`config.mk`:
```
export PLATFORM = sky130hd
export DESIGN_NAME = camera_capture
export DESIGN_NICKNAME = d
export VERILOG_FILES = /design/src/rtl/camera_pkg.sv /design/src/rtl/pixel_packer.sv /design/src/rtl/camera_capture.sv
export SDC_FILE = /design/constraint.sdc
export NUM_CORES = 1
export LEC_CHECK = 0
export ABC_AREA = 0
export BUFFER_PORTS_ARGS = -buffer_cell sky130_fd_sc_hd__buf_4
export CORE_UTILIZATION = 35
export CTS_BUF_LIST = sky130_fd_sc_hd__clkbuf_8
export DETAILED_ROUTE_END_ITERATION = 8
export PLACE_DENSITY = 0.66
export SYNTH_ARGS = -nofsm -noshare
export SYNTH_HDL_FRONTEND = slang
export SYNTH_SLANG_ARGS = --single-unit
```
`constraint.sdc`:
```
create_clock -name clk -period 1.7 [get_ports clk]
set_input_delay 0.34 -clock clk [delete_from_list [all_inputs] [get_ports clk]]
set_output_delay 0.34 -clock clk [all_outputs]
set_load 0.05 [all_outputs]
```
`src/rtl/camera_pkg.sv`:
```
// Shared defaults and FSM state encoding for the camera capture slice.
package camera_pkg;

  localparam int unsigned DEF_DATA_W        = 8;
  localparam int unsigned DEF_BYTES_PER_PIX = 2;
  localparam int unsigned DEF_MAX_COLS      = 640;
  localparam int unsigned DEF_MAX_ROWS      = 480;

  typedef enum logic [1:0] {
    ST_IDLE       = 2'd0,
    ST_WAIT_FRAME = 2'd1,
    ST_CAPTURE    = 2'd2
  } cam_state_t;

endpackage

```
`src/rtl/pixel_packer.sv`:
```
// Shifts camera bytes into a pixel word and strobes it when BYTES_PER_PIX bytes have arrived.
module pixel_packer
  import camera_pkg::*;
#(
  parameter int unsigned DATA_W        = DEF_DATA_W,
  parameter int unsigned BYTES_PER_PIX = DEF_BYTES_PER_PIX
) (
  input  logic                            clk,
  input  logic                            reset,
  input  logic                            i_clear,
  input  logic                            i_flush,
  input  logic                            i_en,
  input  logic [DATA_W-1:0]               i_data,
  output logic                            o_pix_valid,
  output logic [DATA_W*BYTES_PER_PIX-1:0] o_pix_data,
  output logic                            o_last,
  output logic                            o_phase_nz
);

  localparam int unsigned PIX_W = DATA_W * BYTES_PER_PIX;
  localparam int unsigned PH_W  = (BYTES_PER_PIX > 1) ? $clog2(BYTES_PER_PIX) : 1;

  logic [PH_W-1:0]  r_phase;
  logic [PIX_W-1:0] r_shift;
  logic [PIX_W-1:0] r_pix_data;
  logic             r_pix_valid;
  logic [PIX_W-1:0] w_shift_next;
  logic             w_last;

  // The oldest byte ends up in the MSBs once the word is full.
  always_comb begin
    w_shift_next              = r_shift << DATA_W;
    w_shift_next[DATA_W-1:0]  = i_data;
  end

  assign w_last = i_en && (r_phase == PH_W'(BYTES_PER_PIX - 1));

  always_ff @(posedge clk) begin
    if (reset) begin
      r_phase     <= '0;
      r_shift     <= '0;
      r_pix_data  <= '0;
      r_pix_valid <= 1'b0;
    end else begin
      r_pix_valid <= 1'b0;
      if (i_clear || i_flush) begin
        r_phase <= '0;
      end else if (i_en) begin
        r_shift <= w_shift_next;
        if (w_last) begin
          r_phase     <= '0;
          r_pix_valid <= 1'b1;
          r_pix_data  <= w_shift_next;
        end else begin
          r_phase <= r_phase + PH_W'(1);
        end
      end
    end
  end

  assign o_pix_valid = r_pix_valid;
  assign o_pix_data  = r_pix_data;
  assign o_last      = w_last;
  assign o_phase_nz  = (r_phase != '0);

endmodule

```
`src/rtl/camera_capture.sv`:
```
// Camera DVP capture: registers the camera bus, frames capture with an FSM and packs bytes into pixels.
module camera_capture
  import camera_pkg::*;
#(
  parameter int unsigned DATA_W        = DEF_DATA_W,
  parameter int unsigned BYTES_PER_PIX = DEF_BYTES_PER_PIX,
  parameter int unsigned MAX_COLS      = DEF_MAX_COLS,
  parameter int unsigned MAX_ROWS      = DEF_MAX_ROWS
) (
  input  logic                            clk,
  input  logic                            reset,
  input  logic                            cam_href,
  input  logic                            cam_vsync,
  input  logic [DATA_W-1:0]               cam_data,
  input  logic                            switch_shutter,
  input  logic                            continuous,
  output logic                            pix_valid,
  output logic [DATA_W*BYTES_PER_PIX-1:0] pix_data,
  output logic                            pix_sof,
  output logic                            line_done,
  output logic                            frame_done,
  output logic                            busy,
  output logic [$clog2(MAX_ROWS+1)-1:0]   row_cnt,
  output logic [$clog2(MAX_COLS+1)-1:0]   col_cnt,
  output logic                            align_err
);

  localparam int unsigned ROW_W = $clog2(MAX_ROWS + 1);
  localparam int unsigned COL_W = $clog2(MAX_COLS + 1);

  logic              r_href, r_href_d, r_vsync, r_vsync_d;
  logic [DATA_W-1:0] r_data;
  logic              r_sh_meta, r_sh_sync, r_sh_d;
  cam_state_t        r_state, w_state_next;
  logic [ROW_W-1:0]  r_row_cnt;
  logic [COL_W-1:0]  r_col_cnt;
  logic              r_line_done, r_frame_done, r_align_err, r_sof_pend;

  logic w_href_fall, w_vsync_fall, w_vsync_rise, w_shutter_rise;
  logic w_capture, w_start_frame, w_row_end, w_frame_end;
  logic w_pix_valid, w_last, w_phase_nz;

  always_ff @(posedge clk) begin
    if (reset) begin
      r_href    <= 1'b0;
      r_href_d  <= 1'b0;
      r_vsync   <= 1'b0;
      r_vsync_d <= 1'b0;
      r_data    <= '0;
      r_sh_meta <= 1'b0;
      r_sh_sync <= 1'b0;
      r_sh_d    <= 1'b0;
    end else begin
      r_href    <= cam_href;
      r_href_d  <= r_href;
      r_vsync   <= cam_vsync;
      r_vsync_d <= r_vsync;
      r_data    <= cam_data;
      r_sh_meta <= switch_shutter;
      r_sh_sync <= r_sh_meta;
      r_sh_d    <= r_sh_sync;
    end
  end

  assign w_href_fall    = r_href_d & ~r_href;
  assign w_vsync_fall   = r_vsync_d & ~r_vsync;
  assign w_vsync_rise   = ~r_vsync_d & r_vsync;
  assign w_shutter_rise = r_sh_sync & ~r_sh_d;

  assign w_capture     = (r_state == ST_CAPTURE);
  assign w_start_frame = (r_state == ST_WAIT_FRAME) && w_vsync_fall;
  assign w_row_end     = w_capture && w_href_fall;
  assign w_frame_end   = w_capture && w_vsync_rise;

  always_ff @(posedge clk) begin
    if (reset) r_state <= ST_IDLE;
    else       r_state <= w_state_next;
  end

  // Shutter edges are only consulted in IDLE, so edges elsewhere are simply dropped.
  always_comb begin
    w_state_next = r_state;
    case (r_state)
      ST_IDLE:       if (continuous || w_shutter_rise) w_state_next = ST_WAIT_FRAME;
      ST_WAIT_FRAME: if (w_vsync_fall) w_state_next = ST_CAPTURE;
      ST_CAPTURE:    if (w_vsync_rise) w_state_next = continuous ? ST_WAIT_FRAME : ST_IDLE;
      default:       w_state_next = ST_IDLE;
    endcase
  end

  pixel_packer #(
    .DATA_W        (DATA_W),
    .BYTES_PER_PIX (BYTES_PER_PIX)
  ) u_packer (
    .clk         (clk),
    .reset       (reset),
    .i_clear     (w_start_frame),
    .i_flush     (w_row_end),
    .i_en        (w_capture && r_href),
    .i_data      (r_data),
    .o_pix_valid (w_pix_valid),
    .o_pix_data  (pix_data),
    .o_last      (w_last),
    .o_phase_nz  (w_phase_nz)
  );

  always_ff @(posedge clk) begin
    if (reset) begin
      r_row_cnt    <= '0;
      r_col_cnt    <= '0;
      r_line_done  <= 1'b0;
      r_frame_done <= 1'b0;
      r_align_err  <= 1'b0;
      r_sof_pend   <= 1'b0;
    end else begin
      r_line_done  <= w_row_end;
      r_frame_done <= w_frame_end;
      if (w_start_frame) begin
        r_row_cnt  <= '0;
        r_col_cnt  <= '0;
        r_sof_pend <= 1'b1;
      end else begin
        if (w_pix_valid) r_sof_pend <= 1'b0;
        if (w_row_end) begin
          r_col_cnt <= '0;
          if (r_row_cnt < ROW_W'(MAX_ROWS)) r_row_cnt <= r_row_cnt + ROW_W'(1);
          if (w_phase_nz) r_align_err <= 1'b1;
        end else if (w_last && (r_col_cnt < COL_W'(MAX_COLS))) begin
          r_col_cnt <= r_col_cnt + COL_W'(1);
        end
      end
    end
  end

  assign pix_valid  = w_pix_valid;
  assign pix_sof    = w_pix_valid & r_sof_pend;
  assign line_done  = r_line_done;
  assign frame_done = r_frame_done;
  assign busy       = (r_state != ST_IDLE);
  assign row_cnt    = r_row_cnt;
  assign col_cnt    = r_col_cnt;
  assign align_err  = r_align_err;

endmodule

```
==> results_tabular.tex <==
\begin{tabular}{lr}
\hline
Metric & Value \\
\hline
\multicolumn{2}{l}{\textbf{Power}} \\
\quad Worst vdd rail ir drop & 0.426 mV \\
\quad Reg power frac & 53.2\% \\
\quad Clock Power Share & 43.0\% \\
\quad Leakage power total & 1.32 nW \\
\quad Net switching power & 0.645 mW \\
\quad Overall power & 2.98 mW \\
\quad Internal Dissipation & 2.33 mW \\
\quad Portion of total power attributed to combinational logic & 3.8\% \\
\quad Pwr/cell area & 900 nW/um\^{}2 \\
\quad Sw Share & 21.7\% \\
\multicolumn{2}{l}{\textbf{Die}} \\
\quad Placement Rows & 31 \\
\quad Die extent in x & 88.4 um \\
\quad I/O pin count & 55 \\
\quad Die Height & 88.4 um \\
\quad Die footprint & 7820 sq um \\
\quad Core outline area & 7250 sq um \\
\quad Initial cell density of the core & 36.0\% \\
\multicolumn{2}{l}{\textbf{Yosys}} \\
\quad Top flip-flop cell by instance count after synthesis & dfxtp\_1 \\
\quad Yosys warning total & 0 \\
\quad Cell count after synthesis & 277 \\
\quad Async set-or-reset flop fraction in the synthesized netlist & 0\% \\
\quad Library cells used by synthesis & 37 \\
\quad Sequential area share after synthesis & 50.6\% \\
\quad Number of synthesized flops with an enable pin & 0 \\
\quad Post-Synthesis Mean Instance Area & 9.44 sq um \\
\quad Post-Syn Nets & 293 \\
\quad Number of synthesized register bits & 66 \\
\quad Post-synthesis cell area & 2610 sq um \\
\multicolumn{2}{l}{\textbf{STA}} \\
\quad Final count of pins violating max slew & 0 \\
\quad Final worst clock skew & 0.00721 ns \\
\quad Highest achievable clock rate & 606 MHz \\
\quad Tcrit/Tclk final & 97.0\% \\
\quad Sum of negative setup slack & 0 ns \\
\quad Unrepaired setup endpoints after global routing & false \\
\quad Actual transition at the worst max-transition pin & 0.399 ns \\
\quad Final critical delay including setup and external delays & 1.65 ns \\
\quad Slew Limit Headroom & 73.2\% \\
\quad Final setup viols & 0 \\
\quad Endpoints failing hold & 0 \\
\multicolumn{2}{l}{\textbf{Final layout}} \\
\quad Syn-to-layout area delta & 26.5\% \\
\quad Post-Layout Cell Count & 434 \\
\quad Final layout net count & 346 \\
\quad Antenna cells & 0 \\
\quad Post-Layout Inst Area & 3310 sq um \\
\quad Layout cell share with drive strength beyond 1 & 25.1\% \\
\multicolumn{2}{l}{\textbf{Clocking}} \\
\quad Number of buffers between clock root and the deepest sink & 2 \\
\quad CTS buffer count & 9 \\
\quad Quantity of hold-fixing buffers added after cts & 0 \\
\quad Post-CTS setup buffer count & 0 \\
\quad Source-to-sink clock delay at the later pin of the worst-skew pair & 0.34 ns \\
\quad CTS H-tree lvls & 3 \\
\quad Number of clock sinks & 66 \\
\quad Clock-pin slew of the registers on the worst-case setup and hold paths & 0.07 ns \\
\quad CTS tree & yes \\
\quad Root Driver & clkbuf\_8 \\
\multicolumn{2}{l}{\textbf{Detailed routing}} \\
\quad Antenna viol nets, final & 0 \\
\quad Total wire length after detailed routing & 5340 um \\
\quad DRC violation count after routing & 0 \\
\quad Router iterations before antenna repair & 4 \\
\quad Mean number of vias per cell & 4.94 \\
\quad Count of vias placed by the detailed router & 2144 \\
\quad Iteration-0 DRC count of the detailed router & 102 \\
\quad Mean routed wirelength per cell & 12.3 um \\
\multicolumn{2}{l}{\textbf{Placement}} \\
\quad \# placed instances & 418 \\
\quad Area after DPL & 3100 sq um \\
\quad Post-DP HPWL & 3550 um \\
\quad Total of buffers placed on input and output ports & 54 \\
\quad Weighted congestion reported at the end of routability-driven placement & 0.800 \\
\multicolumn{2}{l}{\textbf{GRT}} \\
\quad Overall track demand over capacity in global routing & 14.4\% \\
\quad Global-route congestion overflow total & 0 \\
\quad Via count of the first global-routing pass & 1866 \\
\quad First-pass GRT wire length & 8500 um \\
\quad Initial antenna violation count & 0 \\
\quad Maximum number of pins on one net before global-route repair & 44 \\
\multicolumn{2}{l}{\textbf{Critical path}} \\
\quad Critical path start-end classification & flip-flop to output pin \\
\quad Crit Reg-Reg Startpoint & r\_state[0]\$\_SDFFE\_PP0P\_ \\
\quad Data arrival time of the critical path & 1.31 ns \\
\quad Required time of the critical path & 1.36 ns \\
\quad Launching instance or port of the critical path & r\_state[1]\$\_SDFFE\_PP0P\_ \\
\quad CP Launch Type & flip-flop \\
\quad Kind of end point of the critical path & output pin \\
\quad Endpoint of the most critical setup path & busy \\
\quad Reg2reg setup slack & 0.16 ns \\
\quad Largest fanout on the critical path & 7 \\
\quad Worst reg2reg path endpoint & row\_cnt[4]\$\_SDFFE\_PP0P\_ \\
\quad Length in cells of the worst reg-to-reg path & 4 \\
\multicolumn{2}{l}{\textbf{Min path}} \\
\quad HP Class & input pin to flip-flop \\
\multicolumn{2}{l}{\textbf{Run}} \\
\quad Max-cap violations & 0 \\
\multicolumn{2}{l}{\textbf{Status}} \\
\quad Result of the run & complete, no violations \\
\hline
\end{tabular}
-- power groups by stage --
| stage | clock [mW] | combinational, mW | sequential [mW] |
|---|---|---|---|
| after global routing | 1.38 | 0.124 | 1.59 |
| after floorplan | 0 | 0.0794 | 1.61 |
| final | 1.28 | 0.114 | 1.58 |
| after detailed placement | 0 | 0.112 | 1.62 |
| after CTS | 1.33 | 0.113 | 1.58 |
| after global placement | 0 | 0.111 | 1.62 |
-- synthesized netlist by cell type, types with 3 or more instances --
master	number	area, sq um
a21oi_1	33	165
buf_2	6	30.0
clkbuf_1	10	37.5
dfxtp_1	66	1320
inv_1	4	15.0
mux2i_1	14	140
nand2_1	36	135
nand2b_1	4	25.0
nand3_1	6	30.0
nand3b_1	8	60.1
nand4_1	3	18.8
nand4b_1	4	35.0
nand4bb_1	6	67.6
nor2_1	14	52.6
nor2b_1	14	87.6
nor4_1	6	37.5
o21ai_0	4	20.0
o31ai_1	6	45.0
or4_1	7	52.6
-- sequential cells by signal (all words and copies together), names as in the netlist, 2 cells and up --
name                 cells
col_cnt                 10
r_data                   8
r_state                  2
row_cnt                  9
u_packer.o_pix_data     16
u_packer.r_shift         8
-- routing by layer --
metal / share of wire [%] / track usage, % / vias to the layer above / wire length (um)
met4: 2.5 / 8.80 / 0 / 136
met1: 48 / 18.6 / 996 / 2570
met5: 0 / 0 / - / 0
met3: 3.9 / 3.26 / 11 / 208
li1: - / - / 1095 / -
met2: 45 / 21.9 / 42 / 2430
-- worst max-delay path: stages (launching register included) --
cell and delay [ns]:
dfxtp_2 0.36, buf_4 0.16, or2_2 0.30, buf_6 0.16
-- through the flow --
stage | setup WS, ns | hold slack (ns) | utilization, %
final | 0.0510 | 0.211 | 45.6
after detailed placement | 0.164 | 0.440 | 42.7
after CTS | 0.00928 | 0.197 | 45.5
after global routing | 0.00931 | 0.199 | 45.6
after global placement | 0.214 | 0.418 | 42.7
after floorplan | 0.0318 | 0.414 | -
-- placed cells by master, fill, tap and decap left out, drive strengths merged, types with 2 or more instances in the layout --
master    n
nor2     14
nand4b    5
o21ai     4
o21a      2
nor4      6
inv       6
nand3     6
clkbuf   10
or3b      2
o31ai     6
or3       2
a21oi    33
and4      2
nor2b    14
nand3b    8
dfxtp    66
nand2b    4
ha        2
or4       7
nand2    36
mux2i    14
buf      61
nand4     3
clkinv    2
and3      2
a41oi     2
nand4bb   6
-- worst min-delay path by stage --
stage                          from                   end  slack, ns  cells past startpoint
2_1_floorplan  r_sh_meta$_SDFF_PP0_  r_sh_sync$_SDFF_PP0_       0.41                      1
3_3_place_gp   r_sh_meta$_SDFF_PP0_  r_sh_sync$_SDFF_PP0_       0.42                      1
3_5_place_dp   r_sh_meta$_SDFF_PP0_  r_sh_sync$_SDFF_PP0_       0.44                      1
4_1_cts                 cam_data[7]  r_data[7]$_SDFF_PP0_       0.20                      2
5_1_grt                 cam_data[5]  r_data[5]$_SDFF_PP0_       0.20                      2
6_report                cam_data[5]  r_data[5]$_SDFF_PP0_       0.21                      2
-- cell families after synthesis --
logic type                 Yosys count  synth area share (%)
buffers and inverters               23                  4.31
adders and majority gates            2                 0.957
DFF                                 66                  50.6
xor gates and xnor gates             1                 0.335
AOI/OAI and AO/OA                   48                  10.4
muxes                               14                  5.36
and+or+nand+nor                    123                  28.1
-- cell type report --
type,count,area (sq um)
repair buffers,61,462
well taps,99,124
multi-input cells,188,1180
inverters,4,15.0
fillers,727,3950
clock inverters,6,58.8
clock buffers,10,138
flip-flops and latches,66,1330
-- timing repair --
| action | CTS | global route |
|---|---|---|
| setup endpoints to repair | 1 | 4 |
| gates resized for setup | 1 | 2 |
| pin swaps | 0 | 0 |
Power figures use the tool's default switching activity.
